[src/rtl/lcd_sprite_overlay.sv]
`default_nettype none
// ============================================================================
// Module   : lcd_sprite_overlay
// Function : Recovers x/y from DE/VSYNC and paints a bouncing solid box over
//            the RGB565 stream. Timing and pixels are delayed by 2 cycles.
// Revision : 1.0 - initial release
// ============================================================================
module lcd_sprite_overlay #(
    parameter int          H_ACTIVE = 480,
    parameter int          V_ACTIVE = 272,
    parameter int          BOX_W    = 32,
    parameter int          BOX_H    = 32,
    parameter int          STEP     = 2,
    parameter logic [15:0] FG_COLOR = 16'hFFFF
) (
    input  logic        PixelClk,
    input  logic        ARST_N,
    input  logic        IN_DE,
    input  logic        IN_HSYNC,
    input  logic        IN_VSYNC,
    input  logic [4:0]  IN_R,
    input  logic [5:0]  IN_G,
    input  logic [4:0]  IN_B,
    input  logic        MOVE_EN,
    input  logic        SHOW,
    output logic        OUT_DE,
    output logic        OUT_HSYNC,
    output logic        OUT_VSYNC,
    output logic [4:0]  OUT_R,
    output logic [5:0]  OUT_G,
    output logic [4:0]  OUT_B,
    output logic [11:0] BOX_X,
    output logic [11:0] BOX_Y,
    output logic        FRAME_TICK
);

    localparam logic [12:0] c_X_MAX = 13'(H_ACTIVE - BOX_W);
    localparam logic [12:0] c_Y_MAX = 13'(V_ACTIVE - BOX_H);
    localparam logic [12:0] c_STEP  = 13'(STEP);
    localparam logic [12:0] c_BW    = 13'(BOX_W);
    localparam logic [12:0] c_BH    = 13'(BOX_H);

    localparam logic [1:0] S_WAIT   = 2'd0;
    localparam logic [1:0] S_X      = 2'd1;
    localparam logic [1:0] S_Y      = 2'd2;
    localparam logic [1:0] S_COMMIT = 2'd3;

    logic        r_de1, r_hs1, r_vs1;
    logic [15:0] r_rgb1;
    logic [11:0] r_x_cnt, r_y_cnt;
    logic [11:0] r_box_x, r_box_y, r_nx, r_ny;
    logic        r_dx_neg, r_dy_neg;
    logic [1:0]  r_state, w_state_nxt;
    logic        w_vs_fall, w_de_fall, w_hit;
    logic [12:0] w_nx, w_ny;
    logic        w_dx_neg_nxt, w_dy_neg_nxt;

    assign w_vs_fall = r_vs1 & ~IN_VSYNC;
    assign w_de_fall = r_de1 & ~IN_DE;

    // Counters sit beside the stage-1 registers, so they name the pixel in r_rgb1.
    always_ff @(posedge PixelClk or negedge ARST_N) begin
        if (!ARST_N) begin
            r_de1   <= 1'b0;
            r_hs1   <= 1'b1;
            r_vs1   <= 1'b1;
            r_rgb1  <= 16'h0000;
            r_x_cnt <= 12'd0;
            r_y_cnt <= 12'd0;
        end else begin
            r_de1  <= IN_DE;
            r_hs1  <= IN_HSYNC;
            r_vs1  <= IN_VSYNC;
            r_rgb1 <= {IN_R, IN_G, IN_B};
            if (IN_DE && r_de1)
                r_x_cnt <= (r_x_cnt == 12'hFFF) ? r_x_cnt : r_x_cnt + 12'd1;
            else
                r_x_cnt <= 12'd0;
            if (w_vs_fall)
                r_y_cnt <= 12'd0;
            else if (w_de_fall && r_y_cnt != 12'hFFF)
                r_y_cnt <= r_y_cnt + 12'd1;
        end
    end

    assign w_hit = SHOW && r_de1 &&
                   ({1'b0, r_x_cnt} >= {1'b0, r_box_x}) &&
                   ({1'b0, r_x_cnt} <  {1'b0, r_box_x} + c_BW) &&
                   ({1'b0, r_y_cnt} >= {1'b0, r_box_y}) &&
                   ({1'b0, r_y_cnt} <  {1'b0, r_box_y} + c_BH);

    always_ff @(posedge PixelClk or negedge ARST_N) begin
        if (!ARST_N) begin
            OUT_DE    <= 1'b0;
            OUT_HSYNC <= 1'b1;
            OUT_VSYNC <= 1'b1;
            {OUT_R, OUT_G, OUT_B} <= 16'h0000;
        end else begin
            OUT_DE    <= r_de1;
            OUT_HSYNC <= r_hs1;
            OUT_VSYNC <= r_vs1;
            if (w_hit)
                {OUT_R, OUT_G, OUT_B} <= FG_COLOR;
            else if (r_de1)
                {OUT_R, OUT_G, OUT_B} <= r_rgb1;
            else
                {OUT_R, OUT_G, OUT_B} <= 16'h0000;
        end
    end

    always_comb begin
        w_nx         = {1'b0, r_box_x} + c_STEP;
        w_dx_neg_nxt = r_dx_neg;
        if (!r_dx_neg) begin
            if ({1'b0, r_box_x} + c_STEP >= c_X_MAX) begin
                w_nx         = c_X_MAX;
                w_dx_neg_nxt = 1'b1;
            end
        end else if ({1'b0, r_box_x} <= c_STEP) begin
            w_nx         = 13'd0;
            w_dx_neg_nxt = 1'b0;
        end else begin
            w_nx = {1'b0, r_box_x} - c_STEP;
        end
    end

    always_comb begin
        w_ny         = {1'b0, r_box_y} + c_STEP;
        w_dy_neg_nxt = r_dy_neg;
        if (!r_dy_neg) begin
            if ({1'b0, r_box_y} + c_STEP >= c_Y_MAX) begin
                w_ny         = c_Y_MAX;
                w_dy_neg_nxt = 1'b1;
            end
        end else if ({1'b0, r_box_y} <= c_STEP) begin
            w_ny         = 13'd0;
            w_dy_neg_nxt = 1'b0;
        end else begin
            w_ny = {1'b0, r_box_y} - c_STEP;
        end
    end

    always_ff @(posedge PixelClk or negedge ARST_N) begin
        if (!ARST_N)
            r_state <= S_WAIT;
        else
            r_state <= w_state_nxt;
    end

    always_comb begin
        w_state_nxt = r_state;
        case (r_state)
            S_WAIT:   if (w_vs_fall && MOVE_EN) w_state_nxt = S_X;
            S_X:      w_state_nxt = S_Y;
            S_Y:      w_state_nxt = S_COMMIT;
            default:  w_state_nxt = S_WAIT;
        endcase
    end

    always_comb begin
        FRAME_TICK = (r_state == S_COMMIT);
    end

    // Position only changes at commit, which falls inside vertical blanking.
    always_ff @(posedge PixelClk or negedge ARST_N) begin
        if (!ARST_N) begin
            r_box_x  <= 12'd0;
            r_box_y  <= 12'd0;
            r_nx     <= 12'd0;
            r_ny     <= 12'd0;
            r_dx_neg <= 1'b0;
            r_dy_neg <= 1'b0;
        end else begin
            case (r_state)
                S_X: begin
                    r_nx     <= w_nx[11:0];
                    r_dx_neg <= w_dx_neg_nxt;
                end
                S_Y: begin
                    r_ny     <= w_ny[11:0];
                    r_dy_neg <= w_dy_neg_nxt;
                end
                S_COMMIT: begin
                    r_box_x <= r_nx;
                    r_box_y <= r_ny;
                end
                default: ;
            endcase
        end
    end

    assign BOX_X = r_box_x;
    assign BOX_Y = r_box_y;

endmodule
`default_nettype wire
[config.mk]
export PLATFORM = sky130hd
export DESIGN_NAME = lcd_sprite_overlay
export DESIGN_NICKNAME = d
export VERILOG_FILES = /design/src/rtl/lcd_sprite_overlay.sv
export SDC_FILE = /design/constraint.sdc
export NUM_CORES = 1
export LEC_CHECK = 0
export BUFFER_PORTS_ARGS = -buffer_cell sky130_fd_sc_hd__buf_2
export CORE_MARGIN = 2
export CORE_UTILIZATION = 30
export DETAILED_ROUTE_END_ITERATION = 8
export PLACE_DENSITY = 0.49
export SLEW_MARGIN = 20
export SYNTH_ARGS = -nofsm -noshare
export SYNTH_HDL_FRONTEND = slang
export SYNTH_SLANG_ARGS = --single-unit
[constraint.sdc]
create_clock -name PixelClk -period 4.48 [get_ports PixelClk]
set_input_delay 0.224 -clock PixelClk [delete_from_list [all_inputs] [get_ports PixelClk]]
set_output_delay 0.224 -clock PixelClk [all_outputs]
set_load 0.1 [all_outputs]
### Word-level counts from Yosys, hierarchy flattened

Index checks and enable logic that the tools add are counted.

* register bits: 114
* bits of input ports: 23
* logic and storage cells: 80

* $add $sub $neg: 8
* magnitude comparators: 8
* equality and inequality tests: 7
* multiplexer cells: 24
* bitwise gates (word level): 4
* reductions and logical operators: 10

Operator list (count)
* $mux W12: 10
* $add A12 B2 Y13 const B: 2
* $add A12 B6 Y13 const B: 2
* $lt A12 B13 Y1: 2
* $add A12 B1 Y12 const B: 2
* $ge A12 B12 Y1: 2
* $le A12 B2 Y1 const B: 2
* $sub A12 B2 Y12 const B: 2
* $mux W5: 4
* $ge A13 B8 Y1 const B: 1
* $ge A13 B9 Y1 const B: 1
* $eq A12 B12 Y1 const B: 1
* $mux W6: 2
* $ne A12 B12 Y1 const B: 1
* $logic_and A1 B1 Y1: 8
* $mux W1: 6
* $pmux W2 S3: 1
* $eq A2 B2 Y1 const B: 2
* $ne A2 B2 Y1 const B: 2
* $and A1 B1 Y1: 2
* $eq A2 B1 Y1 const B: 1
* $logic_not A2 Y1: 1
* $mux W2: 1
* $not A1 Y1: 2
* $reduce_bool A2 Y1: 1

### Longest topological paths before layout

* depth after elaboration: 6
* gate-level depth with buffers: 11
* mapped depth without buffers: 9

### Worst setup path after synthesis

Ideal clock, no wire load.

* path type: register to register
* from: register r_box_y[5], in the netlist BOX_Y[5]
* to: register OUT_B[0]
* setup time: 135 ps
* arrival time: 3231 ps
* required time: 4345 ps
* path slack: 1115 ps
* stages on the path, launching flop included: 12
* clock period less this slack: 3365 ps
* path through: dfrtp_1 clkbuf_1 inv_1 nor3_1 xnor2_1 ha_1 and4b_1 nand4_1 a21o_1 a41oi_1 clkbuf_1 o31ai_1

* longest elaborated chain between the ends: 4
* elaborated cells on any way between the ends: 6

RTL lines
* from (decl): RTL line 51 `logic [11:0] r_box_x, r_box_y, r_nx, r_ny;`
* from (signal assigned): RTL line 185 `r_box_y <= r_ny;`
* $add A12 B6 Y13 or $ge A12 B12 Y1 (tied branches): RTL line 90, 89
* $lt A12 B13 Y1 or $logic_and A1 B1 Y1 (tied branches): RTL line 90, 88
* $logic_and A1 B1 Y1 (*): RTL line 89 `({1'b0, r_y_cnt} >= {1'b0, r_box_y}) &&`
* $mux W5 (*): RTL line 102 `if (w_hit)`
* to (signal assigned): RTL line 105 `{OUT_R, OUT_G, OUT_B} <= r_rgb1;`
* to (decl): RTL line 31 `output logic [4:0] OUT_B,`

Every way passes the cells marked *; elsewhere a longest branch is shown, timed or not.
A chain may end at the register's enable or synchronous reset.

### Worst setup path after layout

* from: register r_box_x[5], in the netlist BOX_X[5]
* to: register OUT_G[5]

* longest elaborated chain between the ends: 6
* elaborated cells on any way between the ends: 8

RTL lines
* from (decl): RTL line 51
* from (signal assigned): RTL line 184 `r_box_x <= r_nx;`
* $add A12 B6 Y13 or $ge A12 B12 Y1 (tied branches): RTL line 88, 87
* $lt A12 B13 Y1 or $logic_and A1 B1 Y1 (tied branches): RTL line 88, 86
* $logic_and A1 B1 Y1 (*): RTL line 87 `({1'b0, r_x_cnt} >= {1'b0, r_box_x}) &&`
* $logic_and A1 B1 Y1 (*): RTL line 88 `({1'b0, r_x_cnt} < {1'b0, r_box_x} + c_BW) &&`
* $logic_and A1 B1 Y1 (*): RTL line 89
* $mux W6 (*): RTL line 102
* to (signal assigned): RTL line 105
* to (decl): RTL line 30 `output logic [5:0] OUT_G,`

Marked as above.

==> flow_metrics.tcl <==
set metrics [dict create \
    drc 0 \
    gp_congestion 0.8313 \
    clk_latency_ns 0.42 \
    ctsResizeCount 0 \
    dp_hpwl_um 12270 \
    rsz_0062_raised_after_global_routing "false" \
    netlist.top_cell.by_area "dfrtp_1" \
    n_antenna_cell 0 \
    hold_class "in2reg" \
    synth_enable_flop_cells 0 \
    h-tree-depth 4 \
    fill_cells 2243 \
    finish.utilization_pct 37.12 \
    synthTopCellsByCount "110 x dfrtp_1, 72 x nand2_1, 55 x ha_1, 47 x inv_1, 42 x o21ai_0" \
    synth-seq-area-share_pct 43.61 \
    nNetsFinal 848 \
    tritoncts.num_buffers 17 \
    clock_sinks 114 \
    ys_types 64 \
    drt_pass1_iterations 4 \
    ios 67 \
    timing.clock.skew_ns 0.009013 \
    finalPower_mw 4.430 \
    yosys.area.top_type_share_pct 42.01 \
    clock_root_buffer_master "clkbuf_16" \
    tightest_slew_ns 0.7448 \
    detailedRoute.firstIterationViolations 258 \
    clk_transition_reported_paths_ns 0.06 \
    timing.setup.critical_path_class "reg2reg" \
    final_antenna_net_count 0 \
    number_of_global_route_vias_before_repair 5244 \
    cts_tree "yes" \
    power.density_cell_area_mw_per_mm2 552.0 \
    fin_crit_ns 2.815 \
    worst_hold_margin_ns 0.2618 \
    data_required_time_of_the_worst_path_ns 4.79 \
    antenna_violations_before_repair 0 \
    finish.cell_count_without_fillers 1063 \
    synth-seq-cells 114 \
    critPathLaunchType "flip-flop" \
    num_rows 54 \
    wl_um 17640 \
    synth.most_common_cell "dfrtp_1" \
    area_of_the_die_mm2 0.02304 \
    static-leakage-power_nw 3.547 \
    maxClockFrequency_mhz 355.2 \
    hold_buffers 20 \
    grt_overflow 0 \
    synth-async-reset-ratio_pct 100.0 \
    tns_ns 0 \
    grt_start_max_net_pins 50 \
    endpoint_kind "flip-flop" \
    vdd_ir_drop_max_mv 0.4188 \
    cp.arrival_ns 3.13 \
    slew_headroom_pct 49.80 \
    die_h_um 151.8 \
    gr-usage-all-layers_pct 16.03 \
    cts.path.max_buffers 2 \
    crit_path_max_fanout 16 \
    areaGrowthSynthToFinish_pct 22.47 \
    routed-via-count 5427 \
    dp_cells 1011 \
    setup_viol_count_final 0 \
    final.setup.worst_slack_ns 1.665 \
    synthTopCellsByArea "dfrtp_1 42%, ha_1 11%, xnor2_1 4.5%, nand2_1 4.1%, o21ai_0 3.2%" \
    initial_core_util_pct 30.31 \
    placeableCoreArea_mm2 0.02162 \
    synthesis.area_per_instance_um2 9.580 \
    grt_pass1_wl_um 28690 \
    post_route_cells_drive_above_1_share_pct 16.73 \
    drv_cap 0 \
    synth.cell_area_mm2 0.006553 \
    netlist_instances 684 \
    place_area_mm2 0.007194 \
    wl_per_cell_um 16.59 \
    postCtsSetupRepairBufs 0 \
    io_buffer_count 66 \
    most_frequently_used_flop_master_after_synthesis "dfrtp_1" \
    post-place-ws_ns 1.719 \
    fin_crit_sh_pct 62.83 \
    timing.final.max_slew_violations 0 \
    drt-vias-per-instance 5.105 \
    hold_viol 0 \
    outcome "complete, no violations" \
    fp.dieW_um 151.8 \
    ys_warn_count 0 \
    syn-num-nets 762 \
    post-route-cell-area_mm2 0.008025 \
]
layout by cell type (no fill, tap or decap), types with 11 or more instances in the layout:
master           n
inv_1           47
ha_1            55
nor2b_1         16
o21ai_0         42
nor3_1          14
xnor2_1         34
dlygate4sd3_1   20
nand3_1         27
nand2_1         72
buf_4           11
a21oi_1         15
nor2_1          37
dfrtp_1        110
nand4_1         27
buf_2           65
o31ai_1         18
clkbuf_16       17
layout make-up:
type                    count  area (µm²)  area share (%)
flip-flops and latches    114        2858           35.61
repair buffers             96       608.1           7.577
multi-input cells         491        3391           42.25
clock inverters            15       205.2           2.557
clock buffers              17       425.4           5.301
well taps                 280       350.3           4.365
inverters                  50       187.7           2.339
flip-flops by register name, summed over array words and instances (netlist names):
name	count
r_rgb1	16
BOX_X	12
BOX_Y	12
r_nx	12
r_ny	12
r_x_cnt	12
r_y_cnt	12
OUT_G	6
OUT_B	5
OUT_R	5
r_state	2
OUT_DE	1
OUT_HSYNC	1
OUT_VSYNC	1
r_de1	1
r_dx_neg	1
r_dy_neg	1
r_hs1	1
r_vs1	1
final timing paths:
kind                                from  slack, ns    endpoint  cells past startpoint
worst min register to register     r_hs1       0.35   OUT_HSYNC                      0
worst max register to register  BOX_X[5]       1.67    OUT_G[5]                     10
min in group asynchronous         ARST_N       0.28    BOX_Y[9]                      2
worst min-delay path             MOVE_EN       0.26  r_state[0]                      4
worst max-delay path            BOX_X[5]       1.67    OUT_G[5]                     10
max in group asynchronous         ARST_N       3.22  r_x_cnt[3]                      3
metal layers:
metal / GRT usage (%) / share of wire [%]
met2: 24.86 / 46
met3: 3.922 / 4.2
met1: 22.29 / 48
met5: 0 / 0
met4: 4.444 / 1.3
cell families (layout without fill, tap and decap cells):
group / count (synthesis) / in the layout / share of synthesized area, %
XOR/XNOR: 40 / 40 / 5.347
multiplexers: 3 / 3 / 0.4774
flip-flops: 114 / 114 / 43.61
AO/OA/AOI/OAI: 156 / 156 / 16.69
buffers and inverters: 79 / 178 / 4.640
AND/OR/NAND/NOR: 237 / 237 / 18.73
adder cells (fa/ha/maj): 55 / 55 / 10.50
where the power goes:
group	switching [mW]	internal, mW
clock	0.525	0.935
combinational	1.17	0.442
sequential	0.192	1.17
total	1.88	2.54
critical path: stages, from the launching register on:
cell and delay, ns:
dfrtp_1 0.55, ha_1 0.29, nand3_1 0.19, nor3_1 0.24, xnor2_1 0.16, ha_1 0.26, nor2b_1 0.13, o21ai_0 0.25
o211ai_1 0.14, buf_4 0.22, o31ai_1 0.27
No activity file was read; power rests on OpenSTA's default activity.
